### config.mk
export PLATFORM = sky130hd
export DESIGN_NAME = router_pkt_tx_flat
export DESIGN_NICKNAME = d
export VERILOG_FILES = /design/src/rtl/router_pkt_tx_if.sv /design/src/rtl/router_pkt_tx.sv /design/src/flat_wrapper.sv
export SDC_FILE = /design/constraint.sdc
export NUM_CORES = 1
export LEC_CHECK = 0
export ABC_AREA = 0
export CAP_MARGIN = 25
export CORE_MARGIN = 10
export CORE_UTILIZATION = 25
export CTS_CLUSTER_DIAMETER = 100
export DETAILED_ROUTE_END_ITERATION = 6
export HOLD_SLACK_MARGIN = 0.1
export PLACE_DENSITY = 0.38
export SETUP_SLACK_MARGIN = 0.5
export SYNTH_ARGS = -nofsm -noshare
export SYNTH_HDL_FRONTEND = slang
export SYNTH_SLANG_ARGS = --single-unit
### constraint.sdc
create_clock -name clk -period 2.6 [get_ports clk]
set_input_delay 0.26 -clock clk [delete_from_list [all_inputs] [get_ports clk]]
set_output_delay 0.26 -clock clk [all_outputs]
set_load 0.005 [all_outputs]
### src/rtl/router_pkt_tx_if.sv
// ---------------------------------------------------------------------------
// router_pkt_tx_if
// Bundle of the request, payload and router-side signals of router_pkt_tx.
//   request : req_valid/req_ready handshake with req_addr, req_len, req_corrupt
//   payload : pay_valid/pay_ready handshake with pay_data
//   router  : busy, error in; pkt_valid, data_out out
//   status  : req_err, pkt_done, pkt_err pulses
// Modport slave is the transmitter's view, master the traffic source's view.
// ---------------------------------------------------------------------------
interface router_pkt_tx_if;
  logic       req_valid;
  logic       req_ready;
  logic [1:0] req_addr;
  logic [5:0] req_len;
  logic       req_corrupt;
  logic       pay_valid;
  logic       pay_ready;
  logic [7:0] pay_data;
  logic       busy;
  logic       error;
  logic       pkt_valid;
  logic [7:0] data_out;
  logic       req_err;
  logic       pkt_done;
  logic       pkt_err;

  modport slave (
    input  req_valid, req_addr, req_len, req_corrupt,
    input  pay_valid, pay_data,
    input  busy, error,
    output req_ready, pay_ready,
    output pkt_valid, data_out,
    output req_err, pkt_done, pkt_err
  );

  modport master (
    output req_valid, req_addr, req_len, req_corrupt,
    output pay_valid, pay_data,
    output busy, error,
    input  req_ready, pay_ready,
    input  pkt_valid, data_out,
    input  req_err, pkt_done, pkt_err
  );
endinterface

### src/rtl/router_pkt_tx.sv
// ---------------------------------------------------------------------------
// router_pkt_tx
// Collects a request (addr, len) and its payload into a 64-byte buffer, then
// sends header, payload and parity to the 1x3 router, honouring busy.
// Ports:
//   clk     : clock, rising edge
//   resetn  : asynchronous active-low reset
//   bus     : router_pkt_tx_if.slave (request, payload, router, status)
// Parameter:
//   GAP     : idle cycles after the parity byte before IDLE (>= 1)
//
// state   | meaning
// --------+-------------------------------------------------------------
// IDLE    | req_ready high, waiting for a request
// LOAD    | pay_ready high, filling buffer and running parity
// HEADER  | header driven with pkt_valid, waiting for busy low
// PAYLOAD | buffer bytes driven with pkt_valid, advancing on busy low
// PARITY  | parity driven with pkt_valid low, waiting for busy low
// GAP     | idle countdown, then pkt_done / pkt_err
// ---------------------------------------------------------------------------
module router_pkt_tx #(
  parameter int GAP = 2
) (
  input  logic           clk,
  input  logic           resetn,
  router_pkt_tx_if.slave bus
);

  typedef enum logic [2:0] {
    S_IDLE, S_LOAD, S_HEADER, S_PAYLOAD, S_PARITY, S_GAP
  } state_t;

  localparam int            GW       = (GAP < 2) ? 1 : $clog2(GAP + 1);
  localparam logic [GW-1:0] GAP_INIT = GW'(GAP);

  state_t          state_q, state_d;
  logic [1:0]      addr_q, addr_d;
  logic [5:0]      len_q, len_d;
  logic            corrupt_q, corrupt_d;
  logic [5:0]      cnt_q, cnt_d;
  logic [5:0]      scnt_q, scnt_d;
  logic [7:0]      par_q, par_d;
  logic [GW-1:0]   gap_q, gap_d;
  logic            err_flag_q, err_flag_d;
  logic            pkt_valid_q, pkt_valid_d;
  logic [7:0]      data_out_q, data_out_d;
  logic            req_err_q, req_err_d;
  logic            pkt_done_q, pkt_done_d;
  logic            pkt_err_q, pkt_err_d;
  logic            buf_we;
  logic [7:0]      buf_q [64];

  logic [5:0]      cnt_inc;
  logic [5:0]      scnt_inc;

  assign cnt_inc  = cnt_q + 6'd1;
  assign scnt_inc = scnt_q + 6'd1;

  always_comb begin
    state_d     = state_q;
    addr_d      = addr_q;
    len_d       = len_q;
    corrupt_d   = corrupt_q;
    cnt_d       = cnt_q;
    scnt_d      = scnt_q;
    par_d       = par_q;
    gap_d       = gap_q;
    err_flag_d  = err_flag_q;
    pkt_valid_d = pkt_valid_q;
    data_out_d  = data_out_q;
    req_err_d   = 1'b0;
    pkt_done_d  = 1'b0;
    pkt_err_d   = 1'b0;
    buf_we      = 1'b0;

    unique case (state_q)
      S_IDLE: begin
        if (bus.req_valid) begin
          if (bus.req_addr == 2'd3 || bus.req_len == 6'd0) begin
            req_err_d = 1'b1;
          end else begin
            addr_d    = bus.req_addr;
            len_d     = bus.req_len;
            corrupt_d = bus.req_corrupt;
            cnt_d     = 6'd0;
            par_d     = {bus.req_len, bus.req_addr};
            state_d   = S_LOAD;
          end
        end
      end

      S_LOAD: begin
        if (bus.pay_valid) begin
          buf_we = 1'b1;
          par_d  = par_q ^ bus.pay_data;
          cnt_d  = cnt_inc;
          // Outputs are registered, so the header is launched on the same
          // edge that takes the last payload byte.
          if (cnt_inc == len_q) begin
            state_d     = S_HEADER;
            scnt_d      = 6'd0;
            err_flag_d  = 1'b0;
            pkt_valid_d = 1'b1;
            data_out_d  = {len_q, addr_q};
          end
        end
      end

      S_HEADER: begin
        if (!bus.busy) begin
          state_d    = S_PAYLOAD;
          data_out_d = buf_q[scnt_q];
        end
      end

      S_PAYLOAD: begin
        if (!bus.busy) begin
          if (scnt_q == len_q - 6'd1) begin
            state_d     = S_PARITY;
            pkt_valid_d = 1'b0;
            data_out_d  = par_q ^ {7'd0, corrupt_q};
          end else begin
            scnt_d     = scnt_inc;
            data_out_d = buf_q[scnt_inc];
          end
        end
      end

      S_PARITY: begin
        if (bus.error) err_flag_d = 1'b1;
        if (!bus.busy) begin
          state_d    = S_GAP;
          gap_d      = GAP_INIT;
          data_out_d = 8'd0;
        end
      end

      S_GAP: begin
        if (bus.error) err_flag_d = 1'b1;
        gap_d = gap_q - GW'(1);
        // Terminal count: error seen on this last edge still counts.
        if (gap_q == GW'(1)) begin
          state_d    = S_IDLE;
          pkt_done_d = 1'b1;
          pkt_err_d  = err_flag_q | bus.error;
        end
      end

      default: state_d = S_IDLE;
    endcase
  end

  always_ff @(posedge clk or negedge resetn) begin
    if (!resetn) begin
      state_q     <= S_IDLE;
      addr_q      <= 2'd0;
      len_q       <= 6'd0;
      corrupt_q   <= 1'b0;
      cnt_q       <= 6'd0;
      scnt_q      <= 6'd0;
      par_q       <= 8'd0;
      gap_q       <= '0;
      err_flag_q  <= 1'b0;
      pkt_valid_q <= 1'b0;
      data_out_q  <= 8'd0;
      req_err_q   <= 1'b0;
      pkt_done_q  <= 1'b0;
      pkt_err_q   <= 1'b0;
    end else begin
      state_q     <= state_d;
      addr_q      <= addr_d;
      len_q       <= len_d;
      corrupt_q   <= corrupt_d;
      cnt_q       <= cnt_d;
      scnt_q      <= scnt_d;
      par_q       <= par_d;
      gap_q       <= gap_d;
      err_flag_q  <= err_flag_d;
      pkt_valid_q <= pkt_valid_d;
      data_out_q  <= data_out_d;
      req_err_q   <= req_err_d;
      pkt_done_q  <= pkt_done_d;
      pkt_err_q   <= pkt_err_d;
    end
  end

  // Payload storage needs no reset; contents are always rewritten before use.
  always_ff @(posedge clk) begin
    if (buf_we) buf_q[cnt_q] <= bus.pay_data;
  end

  assign bus.req_ready = (state_q == S_IDLE);
  assign bus.pay_ready = (state_q == S_LOAD);
  assign bus.pkt_valid = pkt_valid_q;
  assign bus.data_out  = data_out_q;
  assign bus.req_err   = req_err_q;
  assign bus.pkt_done  = pkt_done_q;
  assign bus.pkt_err   = pkt_err_q;

endmodule

### src/flat_wrapper.sv
// flat-port wrapper written by rule: the top's interface ports become plain ports
module router_pkt_tx_flat 
#(
  parameter int GAP = 2
)
  (clk, resetn, bus_req_valid, bus_req_addr, bus_req_len, bus_req_corrupt, bus_pay_valid, bus_pay_data, bus_busy, bus_error, bus_req_ready, bus_pay_ready, bus_pkt_valid, bus_data_out, bus_req_err, bus_pkt_done, bus_pkt_err);
  router_pkt_tx_if bus_i ();
  input  logic clk;
  input  logic resetn;
  input wire logic [$bits(bus_i.req_valid)-1:0] bus_req_valid;
  input wire logic [$bits(bus_i.req_addr)-1:0] bus_req_addr;
  input wire logic [$bits(bus_i.req_len)-1:0] bus_req_len;
  input wire logic [$bits(bus_i.req_corrupt)-1:0] bus_req_corrupt;
  input wire logic [$bits(bus_i.pay_valid)-1:0] bus_pay_valid;
  input wire logic [$bits(bus_i.pay_data)-1:0] bus_pay_data;
  input wire logic [$bits(bus_i.busy)-1:0] bus_busy;
  input wire logic [$bits(bus_i.error)-1:0] bus_error;
  output wire logic [$bits(bus_i.req_ready)-1:0] bus_req_ready;
  output wire logic [$bits(bus_i.pay_ready)-1:0] bus_pay_ready;
  output wire logic [$bits(bus_i.pkt_valid)-1:0] bus_pkt_valid;
  output wire logic [$bits(bus_i.data_out)-1:0] bus_data_out;
  output wire logic [$bits(bus_i.req_err)-1:0] bus_req_err;
  output wire logic [$bits(bus_i.pkt_done)-1:0] bus_pkt_done;
  output wire logic [$bits(bus_i.pkt_err)-1:0] bus_pkt_err;
  assign bus_i.req_valid = bus_req_valid;
  assign bus_i.req_addr = bus_req_addr;
  assign bus_i.req_len = bus_req_len;
  assign bus_i.req_corrupt = bus_req_corrupt;
  assign bus_i.pay_valid = bus_pay_valid;
  assign bus_i.pay_data = bus_pay_data;
  assign bus_i.busy = bus_busy;
  assign bus_i.error = bus_error;
  assign bus_req_ready = bus_i.req_ready;
  assign bus_pay_ready = bus_i.pay_ready;
  assign bus_pkt_valid = bus_i.pkt_valid;
  assign bus_data_out = bus_i.data_out;
  assign bus_req_err = bus_i.req_err;
  assign bus_pkt_done = bus_i.pkt_done;
  assign bus_pkt_err = bus_i.pkt_err;
  router_pkt_tx #(.GAP(GAP)) u_core (.clk(clk), .resetn(resetn), .bus(bus_i));
endmodule
# Yosys cells after proc, flatten, opt, wreduce, memory -nomap -nowiden
# Memories as Yosys holds them, arrays and structs flattened.
# Index checks and enable logic that the tools add are counted.
dict set report op_classes {
  n_addsub 4
  div 0
  shifts 0
  muxes 52
  reduce_logical 17
  bitwise_logic 4
  magnitude_cmp 0
  n_eq_ne 20
  multipliers 0
}
# operator n
set ops {}
lappend ops {{8-bit two-way mux} 9}
lappend ops {{6-bit two-way mux} 7}
lappend ops {{8-bit case mux with 4 select lines} 1}
lappend ops {{3-bit two-way mux} 9}
lappend ops {{6-bit case mux with 2 select lines} 2}
lappend ops {{1-bit two-way mux} 18}
lappend ops {{3-bit case mux with 6 select lines} 1}
lappend ops {{8-bit case mux with 2 select lines} 1}
lappend ops {{2-bit inequality test (second input constant)} 7}
lappend ops {{6-bit by 1-bit adder with 6-bit output (second input constant)} 2}
lappend ops {{6-bit == test} 2}
lappend ops {{5-bit AND reduction} 2}
lappend ops {{9-bit AND reduction} 1}
lappend ops {{2-bit by 1-bit inequality test with 1-bit output (second input constant)} 4}
lappend ops {{4-bit AND reduction} 2}
lappend ops {{2-bit nonzero test} 4}
lappend ops {{8-bit by 1-bit bitwise XOR with 8-bit output} 1}
lappend ops {{8-bit bitwise XOR} 1}
lappend ops {{3-bit by 2-bit == test with 1-bit output (second input constant)} 2}
lappend ops {{3-bit == test (second input constant)} 2}
lappend ops {{6-bit zero test} 1}
lappend ops {{6-bit AND reduction} 1}
lappend ops {{6-bit by 1-bit subtractor with 6-bit output (second input constant)} 1}
lappend ops {{1-bit case mux with 2 select lines} 2}
lappend ops {{other kinds (14)} 14}
dict set report totals {
  output_inout_bits 14
  romBits 0
  inputBits 23
  reg_bits 47
  wordCells 112
  memories 1
  latch_bits 0
  mem_bits_rw 512
}
# memory depth width read_ports rd_ports_with_merged_regs wr line
set mem_list {}
lappend mem_list {u_core.buf_q 64 8 2 0 1 router_pkt_tx.sv:51} ;# logic [7:0] buf_q [64];

# Logic depth before layout (Yosys ltp)
# Gate-level depths: netlist (run 1).
dict set report logic_depth {
  ltp_word 5
  ltp_mapped 12
  depth_no_buf 10
}

# Worst setup path after synthesis (run 1)
# No wires, ideal clock.
dict set report synth_timing {
  kind {register to register}
  from {register u_core.scnt_q[1]}
  to {register u_core.data_out_q[0] (netlist: u_core.bus.data_out[0])}
  path_buffers 2
  setup_time_ns 0.130
  arrival_ns 2.703
  slack_ns -0.233
  path_stages_with_launch 9
  path_cell_list {dfrtp_1 > ha_1 > buf_4 > buf_2 > mux4_2 > mux4_2 > mux2_2 > o211ai_1 > a21oi_1}
}
dict set report synth_between {
  elab_chain_len 5
  elab_cells_between_ends 7
  classes_between {1 x add/sub; 1 x eq/ne; 4 x mux; 1 x memory}
}
# element line
set synth_lines {}
lappend synth_lines {{start: declaration} router_pkt_tx.sv:41} ;# logic [5:0] scnt_q, scnt_d;
lappend synth_lines {{start signal: assignment} router_pkt_tx.sv:175} ;# scnt_q <= scnt_d;
lappend synth_lines {{6-bit by 1-bit adder with 6-bit output} router_pkt_tx.sv:57} ;# assign scnt_inc = scnt_q + 6'd1;
lappend synth_lines {{memory read 64 x 8 bit} n/a}
lappend synth_lines {{8-bit two-way mux} router_pkt_tx.sv:118} ;# if (scnt_q == len_q - 6'd1) begin
lappend synth_lines {{8-bit two-way mux} router_pkt_tx.sv:117} ;# if (!bus.busy) begin
lappend synth_lines {{8-bit case mux with 4 select lines *} router_pkt_tx.sv:76} ;# unique case (state_q)
lappend synth_lines {{end signal: assignment} router_pkt_tx.sv:180} ;# data_out_q <= data_out_d;
lappend synth_lines {{end: declaration} router_pkt_tx.sv:46} ;# logic [7:0] data_out_q, data_out_d;
# Every way passes the cells marked *; elsewhere a longest branch is shown, timed or not. The select of a mux whose other input is x is not followed.
# A chain may end at the register's enable or synchronous reset.

# Final worst setup path (run 1)
dict set report layout_timing {
  from {register u_core.scnt_q[0]}
  to {register u_core.data_out_q[6] (netlist: u_core.bus.data_out[6])}
}
# The elaborated chain is that of the path after synthesis.

==> impl_metrics.csv, run 1 <==
group,metric,value,unit
run_status,status,"finished with violations",
run_status,violations,"setup timing",
sta,max_freq,334,MHz
critical_path,r2r_start,"u_core.scnt_q[0]",
placement,gp_congestion,0.790,
critical_path,reg2regPathDepth,11,
cts,numCtsBuffers,67,
placement,port_buffers,36,
die,start_util,25.1,%
final_layout,fin_util,34.1,%
sta,rsz0062_at_grt,"yes",
global_route,grt-busiest-layer,"met2",
placement,placed_area,0.0314,sq mm
yosys,yosys_warnings,0,
global_route,grt.overflow.total,0,
final_layout,fin_nets,1897,
sta,tightestPinTransition,844,ps
die,die_area,0.121,sq mm
routing,postRouteAntennaNets,0,
critical_path,worst_r2r_endpoint,"u_core.bus.data_out[6]",
routing,finalWirelength,95700,um
final_layout,final_cells,3324,
critical_path,crit_end,"u_core.bus.data_out[6]",
yosys,synth_ff_type,"edfxtp_1",
cts,cts_root_buf,"clkbuf_16",
yosys,mappedNetlistNets,1519,
cts,clkTransAtPathRegs,60,ps
sta,worst_slew_margin_rel,43.8,%
die,io-pin-count,37,
critical_path,endpoint_kind,"flop",
routing,wl_per_cell,28.8,um
global_route,grt_pass1_vias,17300,
yosys,syn_area,0.0268,sq mm
global_route,grt_pass1_wl,136000,um
cts,clockBufferDepth,3,
critical_path,arrival,3480,ps
sta,fin_crit,3000,ps
routing,drc_errors,0,
cts,cts_max_level,3,
sta,hold_slack,158,ps
routing,dr.pass1.iters,5,
final_layout,drive_gt1_share,48.3,%
yosys,synth.distinct_cells,59,
routing,vias,16600,
critical_path,crit_slowest_cell,"dfrtp_4",
yosys,ys_ff_latch,559,
yosys,ys_seq_area_share,61.7,%
critical_path,critPathKind,"reg -> reg",
sta,fin_setup_tns,-2630,ps
final_layout,stdcell_area,0.0364,sq mm
power,irDropWorstVdd,0.365,mV
yosys,syn_avg_cell_area,18.0,sq um
critical_path,cp_max_fo,5,
critical_path,r2r_slack,-400,ps
die,core_area,0.107,sq mm
yosys,synth-async-reset-ratio,8.41,%
global_route,gr-usage-met1,21.5,%
global_route,grt_use_met2,25.6,%
sta,setup_violations,8,
final_layout,area_growth_syn_to_layout,35.7,%
global_route,grtUsageTotal,15.7,%
global_route,grt.met3_usage,2.55,%
global_route,antenna_found_initial,1,
flow_run,max-cap-violations,0,
sta,fin_ws,-395,ps
routing,via_per_inst,4.99,
power,leakagePower,11.7,nW
routing,dr.first_iter.drc_count,1349,
placement,place.detailed.hpwl,64500,um
die,die_h,348,um
placement,dp_cells,3072,
cts,clk_latency,620,ps
cts,cts_sinks,559,
hold_path,holdCritPathClass,"in -> async",
die,rows,120,
critical_path,path_cells,"ha_4, buf_12, buf_16, buf_12, mux4_2, mux4_2, mux2i_1, buf_4, nor3_4, a31oi_1, a31oi_1",
critical_path,cp.required,3090,ps
die,fp.dieW,348,um
yosys,syn_inst,1492,
yosys,synth_edf_count,512,
critical_path,startpoint,"u_core.scnt_q[0]",
critical_path,slowest_delay,510,ps
sta,hold_violations,0,
sta,slew_viol_final,0,
sta,finClkSkew,20.7,ps
sta,finalCritPeriodShare,115,%
critical_path,crit_path_start_kind,"flop",
power,powerDensity,972,mW/mm^2
global_route,grt_start_max_net_pins,46,
cts,tritoncts,"done",
## Yosys cell counts, types with 3 or more instances
| master | number | share of area (%) |
|---|---|---|
| a211o_1 | 3 | 0.098 |
| a211oi_1 | 10 | 0.28 |
| a21oi_1 | 28 | 0.52 |
| a22o_1 | 4 | 0.13 |
| a22oi_1 | 6 | 0.17 |
| a2bb2oi_1 | 3 | 0.098 |
| a311oi_1 | 8 | 0.26 |
| a31oi_1 | 3 | 0.070 |
| and2_1 | 5 | 0.12 |
| and3_1 | 5 | 0.12 |
| buf_1 | 8 | 0.11 |
| buf_2 | 42 | 0.78 |
| buf_4 | 23 | 0.64 |
| buf_6 | 6 | 0.25 |
| clkbuf_1 | 30 | 0.42 |
| dfrtp_1 | 47 | 4.4 |
| edfxtp_1 | 512 | 57 |
| ha_1 | 4 | 0.19 |
| inv_1 | 10 | 0.14 |
| mux2_2 | 16 | 0.67 |
| mux2i_1 | 40 | 1.5 |
| mux4_2 | 286 | 24 |
| nand2_1 | 77 | 1.1 |
| nand2b_1 | 14 | 0.33 |
| nand3_1 | 31 | 0.58 |
| nand3b_1 | 4 | 0.11 |
| nand4_1 | 7 | 0.16 |
| nor2_1 | 106 | 1.5 |
| nor2b_1 | 18 | 0.42 |
| nor3_1 | 20 | 0.37 |
| nor3b_1 | 3 | 0.084 |
| nor4_1 | 6 | 0.14 |
| o2111ai_1 | 5 | 0.16 |
| o21ai_0 | 30 | 0.56 |
| o22a_1 | 7 | 0.23 |
| o22ai_1 | 16 | 0.37 |
| or3_1 | 5 | 0.12 |
| xnor2_1 | 10 | 0.33 |
| xor2_1 | 8 | 0.26 |
## critical path, delay by kind of cell (launching register included)
kind | cells | cell delay, ps
AOI/OAI and AO/OA | 2 | 270
muxes | 3 | 1160
DFF | 1 | 510
adders and majority gates | 1 | 340
and+or+nand+nor | 1 | 30
buffers and inverters | 4 | 550
## what timing repair did
| action | 4_1_cts | 5_1_grt |
|---|---|---|
| setup buffers | 102 | 18 |
| gates resized for setup | 166 | 88 |
| gates cloned | 10 | 0 |
| pin swaps | 69 | 50 |
| endpoints found under the hold margin | 63 | 0 |
| hold buffers | 2 | 0 |
| endpoints found under the setup margin | 531 | 468 |
## final cells by class
class / instances / area, sq um
repair buffers: 418 / 5190
inverters: 10 / 40.0
flip-flops and latches: 559 / 16600
clock inverters: 37 / 452
diodes: 1 / 2.50
fillers: 10100 / 70300
clock buffers: 82 / 1800
well taps: 1403 / 1760
multi-input cells: 814 / 10600
## layer usage
metal	share of wire (%)	vias up	routed length, um
met4	2.5	2	2370
met2	48	448	46000
li1	-	7025	-
met5	0.014	-	13
met1	44	8984	42500
met3	5.0	130	4830
## report_power, final
group | total [mW] | switching [mW] | internal (mW)
combinational | 15.0 | 6.92 | 8.06
clock | 9.74 | 3.83 | 5.91
sequential | 10.7 | 0.419 | 10.2
total | 35.4 | 11.2 | 24.2
## metrics by stage
stage          power (mW)  setup WS, ps
3_3_place_gp         23.4          -722
6_report             35.4          -395
4_1_cts              35.4          -387
3_5_place_dp         23.4          -691
5_1_grt              37.0          -491
2_1_floorplan        18.6          37.1
## sequential cells by signal, indices dropped and copies added (netlist names)
signal / cells
u_core.gap_q: 2
u_core.bus.pkt_valid: 1
u_core.cnt_q: 6
u_core.addr_q: 2
u_core.corrupt_q: 1
u_core.len_q: 6
u_core.buf_q: 512
u_core.scnt_q: 6
u_core.bus.pkt_done: 1
u_core.bus.data_out: 8
u_core.bus.pkt_err: 1
u_core.bus.req_err: 1
u_core.err_flag_q: 1
u_core.state_q: 3
u_core.par_q: 8
## logic make-up (layout without fill, tap and decap cells)
kind of cell	after synthesis	in the layout	share of synthesized area (%)
other	0	1	0
adders and majority gates	4	4	0.187
buffers and inverters	119	547	2.35
xor gates and xnor gates	19	19	0.690
muxes	342	342	26.2
and+or+nand+nor	309	309	5.37
AOI/OAI and AO/OA	140	140	3.52
DFF	559	559	61.7
## placed cells by master (no fill, tap or decap), types with 10 or more instances in the layout
cell type | synthesis | layout
edfxtp_1 | 512 | 512
buf_8 | 0 | 11
nor2b_1 | 18 | 18
nand2_1 | 77 | 70
nor2_1 | 106 | 35
dfrtp_1 | 47 | 43
o21ai_0 | 30 | 20
a21oi_1 | 28 | 26
mux4_2 | 286 | 286
nand3_1 | 31 | 26
o22ai_1 | 16 | 13
clkinv_1 | 0 | 10
nor3_1 | 20 | 14
nand2b_1 | 14 | 14
bufinv_16 | 0 | 10
buf_4 | 23 | 194
clkbuf_1 | 30 | 11
mux2i_1 | 40 | 35
mux2_2 | 16 | 14
buf_12 | 0 | 118
nor2_4 | 0 | 67
buf_6 | 6 | 45
clkdlybuf4s50_1 | 0 | 25
clkbuf_16 | 0 | 69
## worst min-delay path by stage
stage                                   to  slack (ps)  cells past startpoint
floorplan                 u_core.addr_q[0]         -40                      0
CTS                 u_core.bus.data_out[6]         150                      2
global placement           u_core.par_q[6]         250                      1
detailed placement         u_core.par_q[6]         240                      1
finish                     u_core.par_q[6]         160                      2
global route               u_core.par_q[6]         170                      2
Note: power is estimated with default switching activity, not from simulation.
==> inputs of run 2 (changes only) <==
Settings changed: GPL_TIMING_DRIVEN set to 0, PLACE_DENSITY 0.38 to unset.
==> run 2 against run 1 <==
  * The run still ends with setup timing left
  * Clock-buffer cell count fell by 14
  * Setup slack got worse by 140 ps
  * Clock skew fell by 6.9 ps
  * Power fell by 1.7%
  * Cell area fell by 3.7%
  * Final cell count fell by 3.8%
  * Die area did not move
  * Via count rose by 6.0%
  * Non-clock buffer count fell by 115
  * Fmax fell by 4.4%
  * Sequential share of layout area rose by 1.7 points
  * Combinational power rose by 5%
==> impl_metrics.csv, run 2 (same netlist as run 1, synthesis figures left out) <==
group,metric,value,unit
critical_path,startpoint,"u_core.scnt_q[2]",
critical_path,cp_max_fo,10,
power,powerDensity,992,mW/mm^2
run_status,violations,"setup timing",
cts,clk_latency,640,ps
cts,tritoncts,"done",
routing,dr.pass1.iters,7,
cts,clkTransAtPathRegs,60,ps
placement,gp_congestion,1.00,
final_layout,final_common_cell,"edfxtp_1",
placement,port_buffers,35,
critical_path,arrival,3630,ps
final_layout,drive_gt1_share,45.8,%
routing,drc_errors,0,
critical_path,r2r_start,"u_core.scnt_q[2]",
sta,rsz0062_at_grt,"yes",
cts,cts_max_level,2,
final_layout,fin_nets,1773,
routing,via_per_inst,5.50,
critical_path,endpoint_kind,"flop",
routing,postRouteAntennaNets,0,
final_layout,nFillCells,9960,
routing,finalWirelength,100000,um
die,rows,120,
sta,fin_crit,3130,ps
critical_path,crit_path_start_kind,"flop",
die,die_area,0.121,sq mm
final_layout,multiInputGateArea,0.0109,sq mm
sta,slew_viol_final,0,
cts,cts_root_buf,"clkbuf_16",
die,fp.dieW,348,um
global_route,grtUsageTotal,16.1,%
sta,hold_violations,0,
final_layout,fin_util,32.8,%
power,irDropWorstVdd,0.651,mV
run_status,status,"finished with violations",
sta,fin_ws,-534,ps
die,die_h,348,um
sta,tightestPinTransition,777,ps
critical_path,worst_r2r_endpoint,"u_core.bus.data_out[0]",
global_route,grt_start_max_net_pins,57,
placement,place.detailed.hpwl,68800,um
routing,dr.first_iter.drc_count,2421,
routing,wl_per_cell,31.4,um
hold_path,holdCritPathClass,"in -> async",
critical_path,r2r_slack,-530,ps
sta,worst_slew_margin_rel,48.1,%
cts,cts_sinks,559,
die,core_area,0.107,sq mm
critical_path,reg2regPathDepth,8,
sta,finClkSkew,13.8,ps
final_layout,area_growth_syn_to_layout,30.7,%
final_layout,largest-register,"u_core.buf_q",
routing,vias,17600,
flow_run,max-cap-violations,0,
critical_path,critPathKind,"reg -> reg",
global_route,antenna_found_initial,6,
final_layout,largest_reg_flops,512,
cts,clockBufferDepth,3,
die,io-pin-count,37,
sta,finalCritPeriodShare,121,%
critical_path,crit_end,"u_core.bus.data_out[0]",
power,leakagePower,10.9,nW
global_route,grt_pass1_wl,140000,um
global_route,grt_pass1_vias,17600,
final_layout,seq_area,0.0166,sq mm
final_layout,final_cell_mix,"edfxtp_1 (512), mux4_2 (286), buf_12 (73)",
sta,max_freq,319,MHz
critical_path,cp.required,3100,ps
global_route,grt.overflow.total,0,
power,fin_total_pwr,34.8,mW
die,start_util,25.1,%
cts,numCtsBuffers,58,
sta,setup_violations,8,
[run 2: worst max-delay path, cell delays in order, from the launching register on]
cell and delay (ps):
dfrtp_1 350, buf_4 180, buf_4 260, xnor2_4 420, buf_2 530, mux4_2 480
mux2_4 310, o211ai_1 320, a21oi_1 130
[run 2: through the flow]
| stage | hold slack (ps) | TNS [ps] | setup WS, ps | std cells | area [sq um] |
|---|---|---|---|---|---|
| after global routing | 175 | -3620 | -550 | 3198 | 35100 |
| after floorplan | -35.6 | 0 | 37.1 | 1492 | 27500 |
| after detailed placement | 148 | -205720 | -1710 | 2947 | 29800 |
| after global placement | 470 | -457650 | -1880 | 2930 | 29600 |
| after CTS | 142 | -3000 | -484 | 3161 | 34200 |
| final | 144 | -3330 | -534 | 3199 | 35100 |
[run 2: metal layers]
metal | up-vias | routed length (um) | part of all wire (%) | global-route usage (%)
li1 | 6782 | - | - | -
met1 | 9255 | 38100 | 38 | 20.7
met2 | 1280 | 45000 | 45 | 24.7
met3 | 257 | 11500 | 11 | 4.58
met4 | 6 | 5660 | 5.6 | 8.11
met5 | - | 37 | 0.037 | 0
[run 2: what timing repair did]
action | in CTS | in global routing
pin swaps | 63 | 53
endpoints found under the setup margin | 545 | 543
hold buffers | 5 | 0
setup buffers | 100 | 33
cloned | 1 | 2
hold endpoints to repair | 91 | 0
gates resized for setup | 316 | 72
[run 2: cell type report]
cell class                 instances  area share [%]
clock inverter                    40            1.08
clock buffer                      68            4.31
timing repair buffer             194            7.12
inverter                          10           0.128
antenna                            2          0.0143
sequential                       559            47.2
multi-input combinational        814            31.1
tap                             1403            5.01
buffer                           109            4.05
[run 2: worst min-delay path by stage]
stage	start	to	slack, ps	cells past startpoint
after floorplan	resetn	u_core.addr_q[0]	-40	0
after global placement	u_core.gap_q[0]	u_core.gap_q[0]	470	1
after detailed placement	resetn	u_core.cnt_q[1]	150	1
after CTS	resetn	u_core.bus.data_out[6]	140	3
after global routing	resetn	u_core.len_q[3]	170	3
final	resetn	u_core.len_q[1]	140	3
[run 2: power by group]
group / switching (mW) / leakage, nW / internal (mW)
clock: 3.57 / 0.931 / 4.83
sequential: 0.357 / 5.17 / 10.2
combinational: 8.41 / 4.79 / 7.39
total: 12.3 / 10.9 / 22.4
